===== config.mk =====
export PLATFORM = sky130hd
export DESIGN_NAME = shared_debounce_ctrl_flat
export DESIGN_NICKNAME = d
export VERILOG_FILES = /design/src/rtl/shared_debounce_ctrl_if.sv /design/src/rtl/shared_debounce_ctrl.sv /design/src/flat_wrapper.sv
export SDC_FILE = /design/constraint.sdc
export NUM_CORES = 1
export LEC_CHECK = 0
export BUFFER_PORTS_ARGS = -buffer_cell sky130_fd_sc_hd__buf_2
export CORE_MARGIN = 2
export CORE_UTILIZATION = 51
export CTS_BUF_LIST = sky130_fd_sc_hd__clkbuf_8 sky130_fd_sc_hd__clkbuf_16
export CTS_CLUSTER_DIAMETER = 100
export DETAILED_ROUTE_END_ITERATION = 12
export GPL_TIMING_DRIVEN = 0
export PLACE_DENSITY = 0.74
export RECOVER_POWER = 50
export SLEW_MARGIN = 25
export SYNTH_ARGS = -nofsm -noshare
export SYNTH_HDL_FRONTEND = slang
export SYNTH_SLANG_ARGS = --single-unit

===== constraint.sdc =====
create_clock -name clk -period 2.1 [get_ports clk]
set_input_delay 0.21 -clock clk [delete_from_list [all_inputs] [get_ports clk]]
set_output_delay 0.21 -clock clk [all_outputs]
set_load 0.005 [all_outputs]

===== src/rtl/shared_debounce_ctrl_if.sv =====
// Debounce controller bus: raw switch levels in, clean levels/pulses out.
// master drives sw_in; slave (the controller) drives the rest.
interface shared_debounce_ctrl_if #(
  parameter int NSW = 4
);
  logic [NSW-1:0] sw_in;
  logic [NSW-1:0] sw_out;
  logic [NSW-1:0] sw_rise;
  logic [NSW-1:0] grant;
  logic           busy;
`ifdef SHARED_DEBOUNCE_FALL_EN
  logic [NSW-1:0] sw_fall;

  modport master (
    output sw_in,
    input  sw_out, sw_rise, sw_fall, grant, busy
  );
  modport slave (
    input  sw_in,
    output sw_out, sw_rise, sw_fall, grant, busy
  );
`else
  modport master (
    output sw_in,
    input  sw_out, sw_rise, grant, busy
  );
  modport slave (
    input  sw_in,
    output sw_out, sw_rise, grant, busy
  );
`endif
endinterface


===== src/rtl/shared_debounce_ctrl.sv =====
// NSW-channel debouncer sharing one hold timer via a round-robin arbiter.
// Ports: clk, rst (async, active-high); bus.slave carries sw_in in and
// sw_out/sw_rise/grant/busy out. SHARED_DEBOUNCE_FALL_EN adds sw_fall.
module shared_debounce_ctrl #(
  parameter int NSW   = 4,
  parameter int TBITS = 16
) (
  input logic                   clk,
  input logic                   rst,
  shared_debounce_ctrl_if.slave bus
);
  localparam int PW = (NSW > 1) ? $clog2(NSW) : 1;
  localparam int CW = TBITS - 1;

  typedef enum logic {IDLE, HOLD} state_t;

  state_t         state, state_n;
  logic [NSW-1:0] out_q, out_n, out_d;
  logic [NSW-1:0] grant_q, grant_n;
  logic [NSW-1:0] rise_q;
  logic [NSW-1:0] req;
  logic [CW-1:0]  cnt, cnt_n;
  logic [PW-1:0]  ptr, ptr_n;
  logic [PW-1:0]  win, idx;
  logic           found, expire;
`ifdef SHARED_DEBOUNCE_FALL_EN
  logic [NSW-1:0] fall_q;
`endif

  // Owner of the timer is masked so it cannot re-grant itself on expiry.
  always_comb begin
    req   = (bus.sw_in ^ out_q) & ~grant_q;
    found = 1'b0;
    win   = '0;
    idx   = '0;
    for (int k = 0; k < NSW; k++) begin
      idx = PW'((int'(ptr) + k) % NSW);
      if (!found && req[idx]) begin
        found = 1'b1;
        win   = idx;
      end
    end
  end

  // Count saturates at all-ones = HOLD-1, which is the expiry point.
  always_comb begin
    expire  = (state == HOLD) && (cnt == {CW{1'b1}});
    state_n = state;
    grant_n = grant_q;
    out_n   = out_q;
    cnt_n   = cnt;
    ptr_n   = ptr;
    unique case (state)
      IDLE: begin
      end
      HOLD: begin
        cnt_n = cnt + 1'b1;
        if (expire) begin
          state_n = IDLE;
          grant_n = '0;
        end
      end
      default: begin
      end
    endcase
    if ((state == IDLE || expire) && found) begin
      state_n      = HOLD;
      grant_n      = '0;
      grant_n[win] = 1'b1;
      out_n[win]   = ~out_q[win];
      cnt_n        = '0;
      ptr_n        = PW'((int'(win) + 1) % NSW);
    end
  end

  always_ff @(posedge clk or posedge rst) begin
    if (rst) begin
      state   <= IDLE;
      grant_q <= '0;
      out_q   <= '0;
      out_d   <= '0;
      rise_q  <= '0;
      cnt     <= '0;
      ptr     <= '0;
    end else begin
      state   <= state_n;
      grant_q <= grant_n;
      out_q   <= out_n;
      out_d   <= out_q;
      rise_q  <= out_q & ~out_d;
      cnt     <= cnt_n;
      ptr     <= ptr_n;
    end
  end

`ifdef SHARED_DEBOUNCE_FALL_EN
  always_ff @(posedge clk or posedge rst) begin
    if (rst) fall_q <= '0;
    else     fall_q <= ~out_q & out_d;
  end
  assign bus.sw_fall = fall_q;
`endif

  assign bus.sw_out  = out_q;
  assign bus.sw_rise = rise_q;
  assign bus.grant   = grant_q;
  assign bus.busy    = |grant_q;
endmodule


===== src/flat_wrapper.sv =====
// flat-port wrapper written by rule: the top's interface ports become plain ports
module shared_debounce_ctrl_flat 
#(
  parameter int NSW   = 4,
  parameter int TBITS = 16
)
  (clk, rst, bus_sw_in, bus_sw_out, bus_sw_rise, bus_grant, bus_busy);
  shared_debounce_ctrl_if #(.NSW(NSW)) bus_i ();
  input logic clk;
  input logic rst;
  input wire logic [$bits(bus_i.sw_in)-1:0] bus_sw_in;
  output wire logic [$bits(bus_i.sw_out)-1:0] bus_sw_out;
  output wire logic [$bits(bus_i.sw_rise)-1:0] bus_sw_rise;
  output wire logic [$bits(bus_i.grant)-1:0] bus_grant;
  output wire logic [$bits(bus_i.busy)-1:0] bus_busy;
  assign bus_i.sw_in = bus_sw_in;
  assign bus_sw_out = bus_i.sw_out;
  assign bus_sw_rise = bus_i.sw_rise;
  assign bus_grant = bus_i.grant;
  assign bus_busy = bus_i.busy;
  shared_debounce_ctrl #(.NSW(NSW), .TBITS(TBITS)) u_core (.clk(clk), .rst(rst), .bus(bus_i));
endmodule

Word-level counts from Yosys, hierarchy flattened
Index checks and enable logic that the tools add are counted.
- output and inout port bits: 13
- input port bits: 6
- latch bits: 0
- flip-flop bits (word level): 34
- memories: 0
- ROM bits: 0
- RAM bits: 0
- multipliers: 0
- $lt $le $gt $ge: 6
- $add $sub $neg: 5
- bitwise logic cells: 7
- eq/ne operators: 1
- div/mod/pow operators: 0
- reductions and logical operators: 14
- multiplexer cells: 29
- shift-type cells: 0
- operators by type and width (operator ; number):
    $mux W15 ; 2
    $add A15 B1 Y15 const B ; 1
    $eq A15 B15 Y1 const B ; 1
    $lt A2 B3 Y1 const B ; 5
    $mux W1 ; 13
    $mux W4 ; 3
    $bmux W1 S2 ; 5
    $and A4 B4 Y4 ; 2
    $mux W2 ; 4
    $not A4 Y4 ; 2
    $logic_and A1 B1 Y1 ; 6
    $add A2 B1 Y2 const B ; 2
    $add A2 B2 Y2 const B ; 2
    $bwmux W4 ; 1
    $reduce_bool A2 Y1 ; 2
    $reduce_or A4 Y1 ; 1
    $xor A4 B4 Y4 ; 1
    $logic_not A1 Y1 ; 3
    $demux W1 S2 ; 1
    $ge A2 B1 Y1 const B ; 1
    $not A1 Y1 ; 2
    $reduce_and A2 Y1 ; 1
    $logic_or A1 B1 Y1 ; 1

Depth between registers and ports, before layout
Gate-level depths: netlist (run 1).
- word-level depth: 19
- mapped depth: 8
- gate-level depth less buffers: 8

Worst setup path before layout (run 1)
Ideal clock, no wire load.
- kind: reg2reg
- start point: register u_core.out_q[1], in the netlist u_core.bus.sw_out[1]
- end point: register u_core.out_q[2], in the netlist u_core.bus.sw_out[2]
- cell stages (with the launch flop): 9
- data arrival time: 1.949 ns
- path buffers: 0
- setup slack: 0.026 ns
- cells stage by stage: dfrtp_1 -> xnor2_1 -> o22ai_1 -> o311ai_1 -> a21oi_1 -> inv_1 -> ha_1 -> nand2_1 -> mux2_2
- cells in the longest elaborated chain, start to end: 19
- RTL lines (what ; RTL line ; text):
    from (decl) ; shared_debounce_ctrl.sv:18 ; logic [NSW-1:0] out_q, out_n, out_d;
    from (signal assigned) ; shared_debounce_ctrl.sv:88 ; out_q <= out_n;
    $xor A4 B4 Y4 ; shared_debounce_ctrl.sv:32 ; req = (bus.sw_in ^ out_q) & ~grant_q;
    $and A4 B4 Y4 ; shared_debounce_ctrl.sv:32 ;
    $bmux W1 S2 ; shared_debounce_ctrl.sv:38 ; if (!found && req[idx]) begin
    $mux W1 (not written as such) ; shared_debounce_ctrl.sv:38 ;
    $mux W1 ; shared_debounce_ctrl.sv:38 ;
    $logic_not A1 Y1 ; shared_debounce_ctrl.sv:38 ;
    $logic_and A1 B1 Y1 ; shared_debounce_ctrl.sv:38 ;
    $mux W1 ; shared_debounce_ctrl.sv:38 ;
    (+3 left out) ; - ;
    $logic_not A1 Y1 ; shared_debounce_ctrl.sv:38 ;
    $logic_and A1 B1 Y1 ; shared_debounce_ctrl.sv:38 ;
    $mux W2 ; shared_debounce_ctrl.sv:38 ;
    $lt A2 B3 Y1 (not written as such) or $ge A2 B1 Y1 (tied branches) ; shared_debounce_ctrl.sv:70 ; out_n[win] = ~out_q[win];
    $logic_and A1 B1 Y1 (not written as such) ; shared_debounce_ctrl.sv:70 ;
    $mux W1 (not written as such) ; shared_debounce_ctrl.sv:70 ;
    $demux W1 S2 ; - ;
    $bwmux W4 ; shared_debounce_ctrl.sv:70 ;
Several ways; a longest one is shown, not always the timed one. The select of a mux whose other input is x is not followed.
A chain may end at the register's enable or synchronous reset.

Worst setup path in the final report (run 1)
- start point: register u_core.out_q[0], in the netlist u_core.bus.sw_out[0]
- end point: register u_core.out_q[1], in the netlist u_core.bus.sw_out[1]
Same word-level chain as after synthesis.

==> results.py, run 1 <==
metrics = {
    "pwr": {
        "p_sw_uw": 601.6,
        "internal-power_uw": 1375,
        "pwr-share-seq_pct": 43.5,
        "swShare_pct": 30.44,
        "p_leak_uw": 0.0009825,
        "vdd_ir_drop_max_v": 0.0005666,
        "pwr-share-comb_pct": 27.2,
        "p_clk_share_pct": 29.3,
        "powerDensity_mw_per_mm2": 925.9,
        "finalPower_uw": 1976,
    },
    "floorplan": {
        "initial_core_util_pct": 53.65,
        "die_x_um": 60.67,
        "core_area_mm2": 0.003053,
        "floorplan.rows": 20,
        "ios": 19,
        "die_h_um": 60.67,
        "fp.dieArea_mm2": 0.003681,
    },
    "route": {
        "routed_via_density": 5.425,
        "routed_wl_um": 3513,
        "drc_errors": 0,
        "dr.first_iter.drc_count": 64,
        "antenna_left": 0,
        "vias": 1302,
        "first_pass_iters": 4,
        "avgRoutedWirePerCell_um": 14.64,
    },
    "cts": {
        "clockBufferDepth": 2,
        "cts-hold-fix-buffers": 0,
        "path_clk_slew_ns": 0.07,
        "cts_sinks": 34,
        "tritoncts": "yes",
        "htreeDepth": 2,
        "cts_buffers": 5,
        "clkLatencyLatePin_ns": 0.28,
        "clockRootBuffer": "clkbuf_8",
    },
    "worst_setup_path": {
        "required_ns": 2.27,
        "critPathKind": "flop to flop",
        "cpMaxStageDelayCell": "dfrtp_2",
        "worstPathArrival_ns": 2.28,
        "cp_max_fo": 5,
        "worst_setup_path_end_kind": "flop",
        "critPathBufInv": 1,
        "crit_path_start_kind": "flop",
        "cpLargestDelayFamily": "compound AO/OA/AOI/OAI gates",
        "path_cells": "xnor2_4 > o32a_1 > o211ai_4 > buf_4 > ha_1 > nand2_1 > mux2_2",
        "max_stage_delay_ns": 0.45,
    },
    "timing": {
        "setup_viol": 4,
        "tightest_slew_ns": 1.275,
        "rsz0062_at_grt": "true",
        "period_share_pct": 100.5,
        "drv_slew": 0,
        "finalClockSkew_ns": 0.006418,
        "finalHoldViolations": 0,
        "max_freq_mhz": 473.8,
        "max-slew-margin-rel_pct": 14.92,
        "period_needed_ns": 2.111,
        "fin_ws_ns": -0.01054,
    },
    "yosys": {
        "synth_edf_count": 0,
        "ys_ff_latch": 34,
        "synth_nets": 169,
        "synthesis.area_mm2": 0.001638,
        "yosysWarnings": 0,
        "synthCells": 158,
        "async_flop_share_pct": 100.0,
        "syn_area_per_cell_um2": 10.37,
        "yosysTopAreaCell": "dfrtp_1",
        "synth_area_leaders": "dfrtp_1 (52%), nand2_1 (3.9%), ha_1 (3.8%)",
        "synth_top_area_share_pct": 51.95,
        "synthFlopType": "dfrtp_1",
        "ys_types": 35,
        "ys_seq_area_share_pct": 51.95,
    },
    "grt": {
        "gr-total-overflow": 0,
        "grt_max_degree": 35,
        "grt_pass1_wl_um": 5271,
        "first_global_vias": 1230,
        "track_usage_pct": 19.52,
        "antenna_found_initial": 0,
    },
    "outcome": {
        "status": "finished with violations",
        "violations": "setup timing",
    },
    "cells_and_area": {
        "fin_area_mm2": 0.002135,
        "area_growth_pct": 30.33,
        "nets": 206,
        "n_antenna_cell": 0,
        "drive_above_1_share_pct": 33.16,
    },
    "placement": {
        "placed_area_mm2": 0.001783,
        "hpwl_um": 2143,
        "gp_congestion": 0.8522,
        "port_buffers": 18,
    },
    "run": {
        "maxCapViolCount": 0,
    },
    "min_path": {
        "hp-class": "primary input to asynchronous set/reset pin",
    },
}
==> area by class of cell <==
type	instances	area [um^2]
Fill cell	242	918.4
Timing Repair Buffer	30	180.2
Clock buffer	5	68.82
Clock inverter	3	37.54
Multi-Input combinational cell	115	898.4
Buffer	2	12.51
Tap cell	44	55.05
Sequential cell	34	855.8
Inverter	7	26.28
==> layer usage <==
| metal | track usage [%] | vias to the layer above | part of all wire [%] |
|---|---|---|---|
| met5 | 0 | - | 0 |
| met4 | 8.385 | 0 | 1.1 |
| met3 | 6.183 | 7 | 4.8 |
| met2 | 30.72 | 31 | 52 |
| met1 | 24.83 | 642 | 42 |
| li1 | - | 622 | - |
==> path summary, 6_finish.rpt <==
check | end | cells past startpoint | startpoint | slack, ns
max | u_core.bus.sw_out[1]$_DFFE_PP0P_ | 7 | u_core.bus.sw_out[0]$_DFFE_PP0P_ | -0.01
min | u_core.cnt[8]$_DFFE_PP0P_ | 2 | rst | 0.27
max reg2reg | u_core.bus.sw_out[1]$_DFFE_PP0P_ | 7 | u_core.bus.sw_out[0]$_DFFE_PP0P_ | -0.01
min reg2reg | u_core.bus.sw_rise[3]$_DFF_PP0_ | 1 | u_core.out_d[3]$_DFF_PP0_ | 0.39
max in group asynchronous | u_core.bus.sw_out[1]$_DFFE_PP0P_ | 2 | rst | 0.98
min in group clk | u_core.bus.sw_rise[3]$_DFF_PP0_ | 1 | u_core.out_d[3]$_DFF_PP0_ | 0.39
==> cell usage after synthesis, types with 4 or more instances <==
library cell / count
a21oi_1: 9
dfrtp_1: 34
ha_1: 5
inv_1: 7
mux2_2: 5
nand2_1: 17
nand3_1: 4
nor2_1: 13
nor2b_1: 5
o21ai_0: 10
or3_1: 8
xnor2_1: 7
==> cells by family (layout without fill, tap and decap cells) <==
family / Yosys count / in the layout / synth area share, %
flops: 34 / 34 / 51.95
xor+xnor: 9 / 9 / 4.813
buf+inv: 9 / 47 / 2.216
mux: 8 / 8 / 5.576
fa+ha+maj: 5 / 5 / 3.820
compound gates: 30 / 30 / 11.99
simple gates: 63 / 63 / 19.63
==> worst reg2reg max path: cells and delay by family (launching register included) <==
family | cells | cell delay [ns]
fa+ha+maj | 1 | 0.16
buf+inv | 1 | 0.17
simple gates | 1 | 0.10
compound gates | 2 | 0.67
mux | 1 | 0.28
flops | 1 | 0.45
xor+xnor | 1 | 0.16
==> registers in the layout (all words and copies together), names as in the netlist <==
| name | count |
|---|---|
| u_core.state | 1 |
| u_core.ptr | 2 |
| u_core.cnt | 15 |
| u_core.bus.sw_out | 4 |
| u_core.bus.grant | 4 |
| u_core.out_d | 4 |
| u_core.bus.sw_rise | 4 |
==> timing repair <==
item                       CTS  global route
pin swaps                    3             7
setup buffers                2            10
gates resized for setup     12            16
setup endpoints to repair   23            18
==> power groups by stage <==
stage          sequential [uW]  clock, uW  combinational, uW
6_report                   859        579                538
5_1_grt                    874        619                592
4_1_cts                    855        587                435
3_5_place_dp               864          0                399
3_3_place_gp               857          0                388
2_1_floorplan              844          0                318
==> per-stage QoR <==
stage               utilization [%]  hold WS, ns  TNS (ns)  worst slack [ns]  std cells
floorplan                         -       0.3516         0           0.02585        158
global placement              58.40       0.3804    -2.345           -0.2666        220
detailed placement            58.40       0.3613    -3.759           -0.3121        220
CTS                           64.47      0.05800         0          0.002741        230
global route                  69.92       0.3967   -0.2837          -0.07270        240
finish                        69.92       0.2716  -0.02588          -0.01054        240
==> cell usage in the layout (no fill, tap or decap), types with 4 or more instances in the layout <==
cell type / n
ha_1: 4
o21ai_0: 10
mux2_2: 5
nand2_1: 16
dfrtp_2: 4
a21oi_1: 8
buf_2: 19
or3_1: 8
inv_1: 8
buf_4: 13
nor2_1: 13
nand3_1: 4
nor2b_1: 5
clkbuf_8: 5
dfrtp_1: 30
(Power assumes the default switching activity.)
==> run 2, diff against run 1 <==
- CORE_MARGIN: 2 -> default
==> results.py, run 2 (synthesis results as in run 1) <==
metrics = {
    "outcome": {
        "status": "finished clean",
    },
    "worst_setup_path": {
        "worstPathArrival_ns": 2.26,
        "required_ns": 2.27,
        "cp_max_fo": 5,
        "worst_setup_path_end_kind": "flop",
        "critPathKind": "flop to flop",
        "crit_path_start_kind": "flop",
    },
    "cells_and_area": {
        "fin_util_pct": 70.41,
        "largest_register_ffs": 15,
        "drive_above_1_share_pct": 36.73,
        "fin_area_mm2": 0.002150,
        "area_growth_pct": 31.25,
        "mostFrequentLayoutCell": "dfrtp_1",
        "fillers": 239,
        "nets": 206,
        "most-common-layout-cells": "dfrtp_1 (28), buf_2 (19), nand2_1 (16)",
        "n_antenna_cell": 0,
        "regMostFlops": "u_core.cnt",
    },
    "timing": {
        "period_share_pct": 99.52,
        "max_freq_mhz": 478.5,
        "drv_slew": 0,
        "tightest_slew_ns": 0.7098,
        "finalClockSkew_ns": 0.004888,
        "period_needed_ns": 2.090,
        "hold_ws_ns": 0.03639,
        "setup_viol": 0,
        "rsz0062_at_grt": "true",
        "max-slew-margin-rel_pct": 52.61,
        "fin_ws_ns": 0.01006,
        "finalHoldViolations": 0,
    },
    "floorplan": {
        "initial_core_util_pct": 53.65,
        "die_x_um": 58.67,
        "fp.dieArea_mm2": 0.003442,
        "floorplan.rows": 20,
        "ios": 19,
        "core_area_mm2": 0.003053,
        "die_h_um": 58.67,
    },
    "placement": {
        "port_buffers": 18,
        "dp_slack_ns": -0.3070,
        "gp_congestion": 0.8370,
        "hpwl_um": 2213,
        "placed_area_mm2": 0.001783,
    },
    "route": {
        "dr.first_iter.drc_count": 85,
        "routed_wl_um": 3694,
        "antenna_left": 0,
        "vias": 1349,
        "first_pass_iters": 4,
        "avgRoutedWirePerCell_um": 15.39,
        "drc_errors": 0,
        "routed_via_density": 5.621,
    },
    "pwr": {
        "internal-power_uw": 1287,
        "p_clk_share_pct": 26.4,
        "p_leak_uw": 0.0009750,
        "vdd_ir_drop_max_v": 0.0005085,
        "finalPower_uw": 1902,
        "swShare_pct": 32.36,
        "pwr-share-comb_pct": 28.2,
        "pwr-share-seq_pct": 45.4,
        "p_sw_uw": 615.7,
        "powerDensity_mw_per_mm2": 885.0,
    },
    "cts": {
        "clkLatencyLatePin_ns": 0.29,
        "cts_sinks": 34,
        "htreeDepth": 2,
        "cts-hold-fix-buffers": 0,
        "cts_buffers": 5,
        "path_clk_slew_ns": 0.07,
        "clockRootBuffer": "clkbuf_8",
        "clockBufferDepth": 2,
        "tritoncts": "yes",
    },
    "grt": {
        "grtUsageMet2_pct": 35.30,
        "grt_pass1_wl_um": 5292,
        "track_usage_pct": 21.77,
        "grt_max_degree": 35,
        "grt.busiest_layer": "met2",
        "first_global_vias": 1201,
        "use_met1_pct": 25.29,
        "gr-total-overflow": 0,
        "grt_use_met3_pct": 6.593,
        "antenna_found_initial": 0,
    },
    "min_path": {
        "hp-class": "primary input to asynchronous set/reset pin",
    },
    "run": {
        "maxCapViolCount": 0,
    },
}
[run 2: changes by cell type in the layout (fill, tap and decap cells not counted), moves of 2 or more]
| cell | before | now |
|---|---|---|
| o22ai_2 | 0 | 2 |
| dfrtp_2 | 4 | 6 |
| o22ai_1 | 2 | 0 |
| dfrtp_1 | 30 | 28 |
| inv_1 | 8 | 5 |
[run 2: worst max-delay path, cell delays in order, from the launching register on]
cell      delay [ns]
dfrtp_2         0.44
xnor2_4         0.26
or2_1           0.19
o311ai_4        0.12
a21oi_4         0.21
inv_1           0.10
ha_1            0.22
nand2_1         0.09
mux2_2          0.33
[run 2: power by group through the flow]
| stage | Sequential [uW] | Combinational [uW] | Clock [uW] |
|---|---|---|---|
| floorplan | 844 | 318 | 0 |
| global placement | 857 | 387 | 0 |
| detailed placement | 866 | 408 | 0 |
| CTS | 859 | 446 | 517 |
| global route | 877 | 600 | 541 |
| finish | 864 | 536 | 502 |
[run 2: per-layer routing]
layer  up-vias  part of all wire [%]
met2        45                    53
met5         -                     0
met3        11                   4.4
li1        630                     -
met1       663                    39
met4         0                   2.9
[run 2: final timing paths]
path / slack, ns / cells past startpoint / start / end
max: 0.01 / 8 / u_core.bus.sw_out[0]$_DFFE_PP0P_ / u_core.bus.sw_out[2]$_DFFE_PP0P_
min: 0.04 / 2 / rst / u_core.cnt[8]$_DFFE_PP0P_
max reg2reg: 0.01 / 8 / u_core.bus.sw_out[0]$_DFFE_PP0P_ / u_core.bus.sw_out[2]$_DFFE_PP0P_
min reg2reg: 0.40 / 1 / u_core.out_d[2]$_DFF_PP0_ / u_core.bus.sw_rise[2]$_DFF_PP0_
max in group asynchronous: 1.56 / 2 / rst / u_core.ptr[1]$_DFFE_PP0N_
min in group clk: 0.40 / 1 / u_core.out_d[2]$_DFF_PP0_ / u_core.bus.sw_rise[2]$_DFF_PP0_
[run 2: timing repair]
action | CTS | global route
setup buffers | 2 | 10
pin swaps | 5 | 11
resized for setup | 13 | 22
setup endpoints to repair | 22 | 18
[run 2: area by class of cell]
type	count	area [um^2]	area share [%]
Inverter	7	26.28	1.222
Clock inverter	2	12.51	0.5821
Buffer	2	12.51	0.5821
Clock buffer	6	82.58	3.842
Tap cell	44	55.05	2.561
Multi-Input combinational cell	115	922.1	42.90
Timing Repair Buffer	30	180.2	8.382
Sequential cell	34	858.3	39.93
[run 2: stage by stage]
stage | TNS, ns | instances
2_1_floorplan | 0 | 158
3_3_place_gp | -2.200 | 220
3_5_place_dp | -3.655 | 220
4_1_cts | 0 | 230
5_1_grt | -0.2278 | 240
6_report | 0 | 240
==> run 3, diff against run 2 <==
- ABC_AREA: default -> 1
- CORE_MARGIN: default -> 2
- PLACE_DENSITY: 0.74 -> 0.73
- SETUP_SLACK_MARGIN: default -> 0.1
==> results.py, run 3 <==
metrics = {
    "cells_and_area": {
        "area_growth_pct": 33.23,
        "n_antenna_cell": 0,
        "mostFrequentLayoutCell": "nand2_1",
        "largest_register_ffs": 15,
        "most-common-layout-cells": "nand2_1 (56), inv_1 (35), dfrtp_1 (31)",
        "regMostFlops": "u_core.cnt",
        "fillers": 290,
        "nets": 330,
        "drive_above_1_share_pct": 35.94,
        "fin_area_mm2": 0.002629,
    },
    "cts": {
        "path_clk_slew_ns": 0.07,
        "clkLatencyLatePin_ns": 0.29,
        "cts_sinks": 34,
        "cts_buffers": 5,
        "tritoncts": "yes",
        "cts-hold-fix-buffers": 0,
        "clockBufferDepth": 2,
        "htreeDepth": 2,
        "clockRootBuffer": "clkbuf_8",
    },
    "grt": {
        "grt_pass1_wl_um": 8059,
        "first_global_vias": 1701,
        "grt_max_degree": 35,
        "antenna_found_initial": 0,
        "gr-total-overflow": 0,
        "track_usage_pct": 24.52,
    },
    "route": {
        "dr.first_iter.drc_count": 164,
        "routed_wl_um": 5137,
        "vias": 1942,
        "avgRoutedWirePerCell_um": 13.96,
        "routed_via_density": 5.277,
        "drc_errors": 0,
        "first_pass_iters": 4,
        "antenna_left": 0,
    },
    "yosys": {
        "ys_seq_area_share_pct": 43.12,
        "yosysWarnings": 0,
        "synthCells": 269,
        "ys_ff_latch": 34,
        "synthesis.area_mm2": 0.001973,
        "synth_area_leaders": "dfrtp_1 (43%), nand2_1 (14%), inv_1 (8.6%)",
        "ys_types": 22,
        "yosysTopAreaCell": "dfrtp_1",
        "synth_nets": 280,
        "synth_top_area_share_pct": 43.12,
        "synth_edf_count": 0,
        "ys_top_cells_by_count": "nand2_1 (72), inv_1 (45), dfrtp_1 (34)",
        "async_flop_share_pct": 100.0,
        "synthFlopType": "dfrtp_1",
        "yosysMostFrequentCell": "nand2_1",
        "syn_area_per_cell_um2": 7.335,
    },
    "worst_setup_path": {
        "required_ns": 2.28,
        "critPathKind": "flop to flop",
        "crit_path_start_kind": "flop",
        "cp_max_fo": 7,
        "worstPathArrival_ns": 2.31,
        "worst_setup_path_end_kind": "flop",
    },
    "placement": {
        "placed_area_mm2": 0.002123,
        "dp_slack_ns": -0.3980,
        "hpwl_um": 3186,
        "port_buffers": 18,
        "gp_congestion": 0.8905,
    },
    "pwr": {
        "p_leak_uw": 0.001393,
        "finalPower_uw": 1266,
        "powerDensity_mw_per_mm2": 481.4,
        "vdd_ir_drop_max_v": 0.0003493,
    },
    "floorplan": {
        "die_h_um": 66.20,
        "core_area_mm2": 0.003689,
        "initial_core_util_pct": 53.49,
        "ios": 19,
        "fp.dieArea_mm2": 0.004382,
        "floorplan.rows": 22,
        "die_x_um": 66.20,
    },
    "timing": {
        "fin_ws_ns": -0.02573,
        "period_needed_ns": 2.126,
        "finalHoldViolations": 0,
        "drv_slew": 0,
        "setup_viol": 2,
        "max_freq_mhz": 470.4,
        "tightest_slew_ns": 0.7209,
        "period_share_pct": 101.2,
        "max-slew-margin-rel_pct": 51.87,
        "tns_ns": -0.03811,
        "finalClockSkew_ns": 0.004005,
        "rsz0062_at_grt": "true",
    },
    "min_path": {
        "hp-class": "primary input to asynchronous set/reset pin",
    },
    "outcome": {
        "status": "finished with violations",
        "violations": "setup timing",
    },
    "run": {
        "maxCapViolCount": 0,
    },
}
[run 3: cells by family (layout without fill, tap and decap cells)]
family                   after synthesis  after routing  synth area share [%]
AO/OA/AOI/OAI                         21             21                 5.327
AND/OR/NAND/NOR                      152            152                 34.56
XOR/XNOR                               5              5                 2.600
flip-flops                            34             34                 43.12
adder cells (fa/ha/maj)                5              5                 3.171
buffers and inverters                 52            103                 11.22
[run 3: path summary, 6_finish.rpt]
kind | slack (ns) | depth (start not counted) | startpoint | to
worst min-delay path | 0.03 | 2 | rst | u_core.cnt[12]$_DFFE_PP0P_
worst max register to register | -0.03 | 17 | u_core.ptr[0]$_DFFE_PP0N_ | u_core.bus.sw_out[3]$_DFFE_PP0P_
worst max-delay path | -0.03 | 17 | u_core.ptr[0]$_DFFE_PP0N_ | u_core.bus.sw_out[3]$_DFFE_PP0P_
min in group clk | 0.39 | 1 | u_core.out_d[2]$_DFF_PP0_ | u_core.bus.sw_rise[2]$_DFF_PP0_
worst min register to register | 0.39 | 1 | u_core.out_d[2]$_DFF_PP0_ | u_core.bus.sw_rise[2]$_DFF_PP0_
max in group asynchronous | 1.56 | 2 | rst | u_core.bus.sw_out[2]$_DFFE_PP0P_
[run 3: per-stage QoR]
stage / std cells / hold WS, ns / utilization, %
finish: 368 / 0.03332 / 71.27
global route: 368 / 0.09710 / 71.27
CTS: 356 / 0.06073 / 64.35
detailed placement: 335 / 0.3754 / 57.56
global placement: 335 / 0.3811 / 57.56
floorplan: 269 / 0.3516 / -
[run 3: area by class of cell]
cell class,instances,area [um^2],share of cell area [%]
plain buffers,6,57.56,2.189
repair buffers,43,295.3,11.23
inverters,46,181.4,6.901
clock buffers,6,82.58,3.141
well taps,48,60.06,2.285
clock inverters,2,12.51,0.4760
flip-flops and latches,34,854.6,32.51
multi-input cells,183,1085,41.27
[run 3: routing by layer]
layer  track usage (%)  share of wire, %  vias up
met5                 0                 0        -
met4             6.122              0.82        0
met3             5.622               5.1        5
met2             36.38                47       49
met1             36.06                47      927
li1                  -                 -      961
[run 3: worst max-delay path, stage by stage (launching register included)]
cell and delay (ns):
dfrtp_1 0.38, buf_6 0.15, inv_4 0.07, nand4_1 0.20, nand2_2 0.16, nand2_1 0.09
nand2_1 0.08, nand2_1 0.07, nand2_2 0.11, inv_1 0.06, o21ai_2 0.07, buf_4 0.15
ha_4 0.12, inv_2 0.03, nor2_2 0.11, inv_1 0.07, nand2_1 0.06, nand2_1 0.05
[run 3: what timing repair did]
| item | 4_1_cts | 5_1_grt |
|---|---|---|
| gates resized for setup | 23 | 47 |
| cloned | 0 | 1 |
| buffers inserted | 13 | 11 |
| pin swaps | 11 | 24 |
| endpoints found under the setup margin | 25 | 25 |
[run 3: report_power, final]
| group | total (uW) | internal [uW] | switching, uW |
|---|---|---|---|
| sequential | 655 | 655 | 0 |
| combinational | 100 | 35.8 | 64.5 |
| clock | 511 | 263 | 247 |
| total | 1270 | 954 | 312 |
